## src/rtl/lzw_code_sink.sv

```systemverilog
// Capture-and-replay buffer for the LZW code stream: fills RAM until eof, then replays the
// stored codes with a chip-select / show-ahead valid / eof read protocol.
module lzw_code_sink #(
    parameter int unsigned ADDR_WIDTH = 7,
    parameter int unsigned DATA_WIDTH = 11,
    parameter int unsigned DEPTH      = 128
) (
    input  logic                  clk,
    input  logic                  rst_n,
    input  logic                  in_valid,
    input  logic [DATA_WIDTH-1:0] in_data,
    input  logic                  in_eof,
    output logic                  in_ready,
    input  logic                  rd_cs,
    output logic                  rd_valid,
    output logic [DATA_WIDTH-1:0] rd_data,
    output logic                  rd_eof,
    output logic [ADDR_WIDTH:0]   count,
    output logic                  overflow
);

    typedef enum logic [1:0] {StFill, StDrain, StEnd} state_e;

    localparam logic [ADDR_WIDTH:0] FullCount = (ADDR_WIDTH + 1)'(DEPTH);
    localparam logic [ADDR_WIDTH:0] CntOne    = (ADDR_WIDTH + 1)'(1);

    state_e                state;
    logic [ADDR_WIDTH:0]   rd_ptr;
    logic [DATA_WIDTH-1:0] mem [DEPTH];
    logic                  write_en;

    assign in_ready = (state == StFill) && (count < FullCount);
    assign write_en = rst_n && in_valid && in_ready;
    assign rd_valid = (state == StDrain) && (rd_ptr < count);
    // Only slots below count are ever shown, so the unreset RAM never leaks stale data.
    assign rd_data  = rd_valid ? mem[rd_ptr[ADDR_WIDTH-1:0]] : '0;
    assign rd_eof   = (state == StEnd);

    always_ff @(posedge clk) begin
        if (write_en) begin
            mem[count[ADDR_WIDTH-1:0]] <= in_data;
        end
    end

    always_ff @(posedge clk or negedge rst_n) begin
        if (!rst_n) begin
            state    <= StFill;
            count    <= '0;
            rd_ptr   <= '0;
            overflow <= 1'b0;
        end else begin
            unique case (state)
                StFill: begin
                    if (write_en) begin
                        count <= count + CntOne;
                    end
                    if (in_valid && !in_ready) begin
                        overflow <= 1'b1;
                    end
                    if (in_eof) begin
                        state <= StDrain;
                    end
                end
                StDrain: begin
                    // One idle DRAIN cycle after the last read before eof is raised.
                    if (rd_ptr == count) begin
                        state <= StEnd;
                    end else if (rd_cs && rd_valid) begin
                        rd_ptr <= rd_ptr + CntOne;
                    end
                end
                StEnd: begin
                    state <= StEnd;
                end
                default: begin
                    state <= StFill;
                end
            endcase
        end
    end

endmodule

```

## config.mk

```make
export PLATFORM = sky130hd
export DESIGN_NAME = lzw_code_sink
export DESIGN_NICKNAME = d
export VERILOG_FILES = /design/src/rtl/lzw_code_sink.sv
export SDC_FILE = /design/constraint.sdc
export NUM_CORES = 2
export LEC_CHECK = 0
export BUFFER_PORTS_ARGS = -buffer_cell sky130_fd_sc_hd__buf_4
export CORE_ASPECT_RATIO = 0.8
export CORE_MARGIN = 2
export CORE_UTILIZATION = 30
export CTS_BUF_LIST = sky130_fd_sc_hd__clkbuf_4 sky130_fd_sc_hd__clkbuf_8
export CTS_CLUSTER_SIZE = 40
export DETAILED_ROUTE_END_ITERATION = 8
export SLEW_MARGIN = 15
export SYNTH_ARGS = -nofsm -noshare
export SYNTH_HDL_FRONTEND = slang
export SYNTH_SLANG_ARGS = --single-unit
```

## constraint.sdc

```tcl
create_clock -name clk -period 7.91 [get_ports clk]
set_input_delay 0 -clock clk [delete_from_list [all_inputs] [get_ports clk]]
set_output_delay 0 -clock clk [all_outputs]
set_load 0.005 [all_outputs]
```

==> flow_summary_export.csv <==
group,metric,value,unit
logic_synthesis,ys.flop_type,"edfxtp_1",
timing,setup_viol,0,
route,drt_iter0_drc,3487,
clocking,post_cts_resized,0,
global_routing,antenna_found_initial,7,
route,drtPass1Iterations,6,
clocking,cts.path.max_buffers,3,
logic_synthesis,synth_warnings,0,
clocking,cts_setup_buffers,0,
place,globalplace.congestion,0.843,
worst_setup_path,critPathArrivalTime,5340,ps
route,wl,146000,microns
logic_synthesis,synth_compound_area_share,2.74,%
timing,slew-limit-headroom,18.4,%
clocking,worstSkewPairLatency,940,ps
route,num_vias,27888,
clocking,post_cts_hold_buffer_count,18,
logic_synthesis,netlist_instances,2622,
logic_synthesis,ys_types,56,
place,port-buffer-count,38,
pwr,ir_worst_vdd,0.000263,V
timing,worstMarginPinSlew,1220,ps
timing,final_period_minus_worst_setup_slack,5340,ps
logic_synthesis,synth_top_family_by_area,"multiplexers",
floorplan,start_util,30.2,%
pwr,p_per_area,293,nW/um^2
global_routing,grt-ovfl-total,0,
route,wl_per_cell,26.8,microns
route,antenna_left,0,
worst_hold_path,hold_path_class,"input pin to flop",
global_routing,track_usage,15.3,%
timing,rsz0062_at_grt,"no",
clocking,h-tree-depth,4,
timing,fmax,0.187,GHz
floorplan,num_rows,141,
clocking,cts_tree,"done",
logic_synthesis,synthXorXnorAreaFrac,0.204,%
timing,fin_skew,47.8,ps
logic_synthesis,ys_ff_latch,1427,
global_routing,grt_pass1_vias,27498,
worst_setup_path,startpoint_type,"flop",
floorplan,dieHeight,389,microns
floorplan,die_x,486,microns
worst_setup_path,path_cells,"buf_12 -> nor2b_2 -> buf_4 -> a22o_1 -> a2111oi_0 -> a31oi_1 -> nand4_1 -> nand4_1 -> o41ai_1 -> buf_4 -> buf_4",
route,drc_errors,0,
timing,final_min_period_over_clock_period,67.6,%
floorplan,core-area,185000,sq um
worst_setup_path,critPathRequiredTime,7910,ps
timing,drv_slew,0,
floorplan,io_pins,39,
route,vias_per_cell,5.09,
logic_synthesis,async_flop_share,1.33,%
timing,final_hold_viol_count,0,
final_layout,area_growth,14.2,%
place,hpwlAfterDp,88000,microns
logic_synthesis,synth-edff-count,1408,
final_layout,drive_gt1_share,29.3,%
final_layout,nets,2895,
logic_synthesis,synth_mux_area_share,15.8,%
worst_setup_path,max_stage_delay,1010,ps
global_routing,grt_pass1_wl,209000,microns
clocking,cts-root-buf,"clkbuf_8",
run,maxCapViolations,0,
logic_synthesis,synthSimpleGateAreaFrac,2.53,%
clocking,clkTransAtPathRegs,60,ps
logic_synthesis,synth_fa_ha_area_share,0.292,%
logic_synthesis,synth_area,55700,sq um
pwr,leakage,0.0194,uW
worst_setup_path,path_class,"flop to output pin",
floorplan,die_area,189000,sq um
pwr,fin_total_pwr,18600,uW
logic_synthesis,syn-num-nets,2651,
timing,finalSetupTns,0,ps
clocking,clock-sinks,1427,
logic_synthesis,syn_area_per_cell,21.2,sq um
logic_synthesis,synth_seq_area_share,76.7,%
worst_setup_path,cp-end-kind,"output pin",
clocking,cts_buffers,211,
global_routing,grt_start_max_net_pins,99,
status,status,"finished, final reports clean",
worst_setup_path,cp_common_cell,"buf_4",
worst_setup_path,crit_fanout,77,
worst_setup_path,cp_slowest_cell,"dfrtp_4",
==> logic make-up after synthesis <==
family / Yosys count
AND/OR/NAND/NOR: 312
multiplexers: 476
adder cells (fa/ha/maj): 13
buffers and inverters: 160
AO/OA/AOI/OAI: 221
XOR/XNOR: 13
flip-flops: 1427
==> power by group <==
part	switching, uW	total, uW	internal [uW]
clock network	2840	5850	3020
logic	2370	4290	1920
registers	173	8490	8320
==> sequential cells by signal, summed over array words and instances (netlist names) <==
signal    flops
count         8
mem        1408
overflow      1
rd_ptr        8
state         2
==> worst max-delay path: cells and delay by family (launching register included) <==
kind	cells	cell delay (ps)
buffers and inverters	4	1310
AND/OR/NAND/NOR	3	1260
AO/OA/AOI/OAI	4	720
flip-flops	1	1010
==> per-stage QoR <==
stage | instance area (sq um) | setup WS [ps] | utilization (%) | hold slack (ps) | std cells
2_1_floorplan | 55700 | 5090 | - | -296 | 2622
3_3_place_gp | 59200 | 3290 | 32.1 | -87.6 | 5065
3_5_place_dp | 59200 | 3280 | 32.1 | -85.7 | 5065
4_1_cts | 63500 | 2270 | 34.4 | 2.73 | 5470
5_1_grt | 63600 | 2350 | 34.5 | 83.7 | 5473
6_report | 63600 | 2570 | 34.5 | 107 | 5474
==> layout make-up <==
class                           instances  area (sq um)
Antenna cell                            3          7.51
Clock buffer                          290          3520
Clock inverter                         97           603
Fill cell                           17148        121000
Inverter                               15          56.3
Multi-Input combinational cell       1035         12200
Sequential cell                      1427         42800
Tap cell                             2431          3040
Timing Repair Buffer                  176          1420
==> layout by cell type (no fill, tap or decap), types with 15 or more instances in the layout <==
cell type and n:
dlygate4sd3_1 18, mux2i_1 131, o21ai_0 36, clkbuf_4 76, clkinv_1 49, mux2_2 27, nor2b_1 19, nand3_1 46
nand2_1 44, clkinv_2 32, edfxtp_1 1408, clkbuf_8 214, buf_4 154, nor2_2 44, a22oi_1 56, mux4_2 304
a21oi_1 32, a211oi_1 19, dfrtp_1 15, nor2_1 109
==> cell usage after synthesis, types with 4 or more instances <==
cell type	instances	area, sq um
o22ai_1	9	56.3
inv_1	14	52.6
buf_4	20	150
edfxtp_1	1408	42300
mux4_1	14	368
dfrtp_1	19	475
xnor2_1	13	114
buf_2	47	235
nor2b_1	22	138
a22o_1	6	52.6
a31oi_1	10	62.6
o311ai_0	4	35.0
o221ai_1	4	35.0
a22oi_1	56	420
nor2_1	153	574
a21oi_1	32	160
nand2b_1	8	50.1
ha_1	13	163
nand3_1	47	235
nand2_1	44	165
mux2i_1	131	1310
and3_1	4	25.0
a221oi_1	13	114
clkbuf_1	51	191
buf_6	17	191
a211oi_1	19	143
mux2_2	27	304
o21ai_0	36	180
buf_1	7	26.3
mux4_2	304	6850
a2111oi_0	6	52.6
and2_1	5	31.3
nand4_1	14	87.6
o211ai_1	7	52.6
==> per-layer routing <==
metal  track usage, %  wire, microns
met1             22.2          64300
met2             22.1          64400
met3             4.27          14400
met4             4.72           3410
met5                0             13
==> path summary, 6_finish.rpt <==
path / startpoint / endpoint / slack (ps) / cells after the start
setup / recovery: rd_ptr[0] / rd_data[10] / 2570 / 11
hold / removal: in_eof / state[1] / 110 / 4
setup reg to reg: state[0] / mem[103][10] / 4000 / 8
hold reg to reg: overflow / overflow / 470 / 1
max in group asynchronous: rst_n / rd_ptr[0] / 6750 / 3
min in group asynchronous: rst_n / overflow / 360 / 3
Note: power is estimated with default switching activity, not from simulation.
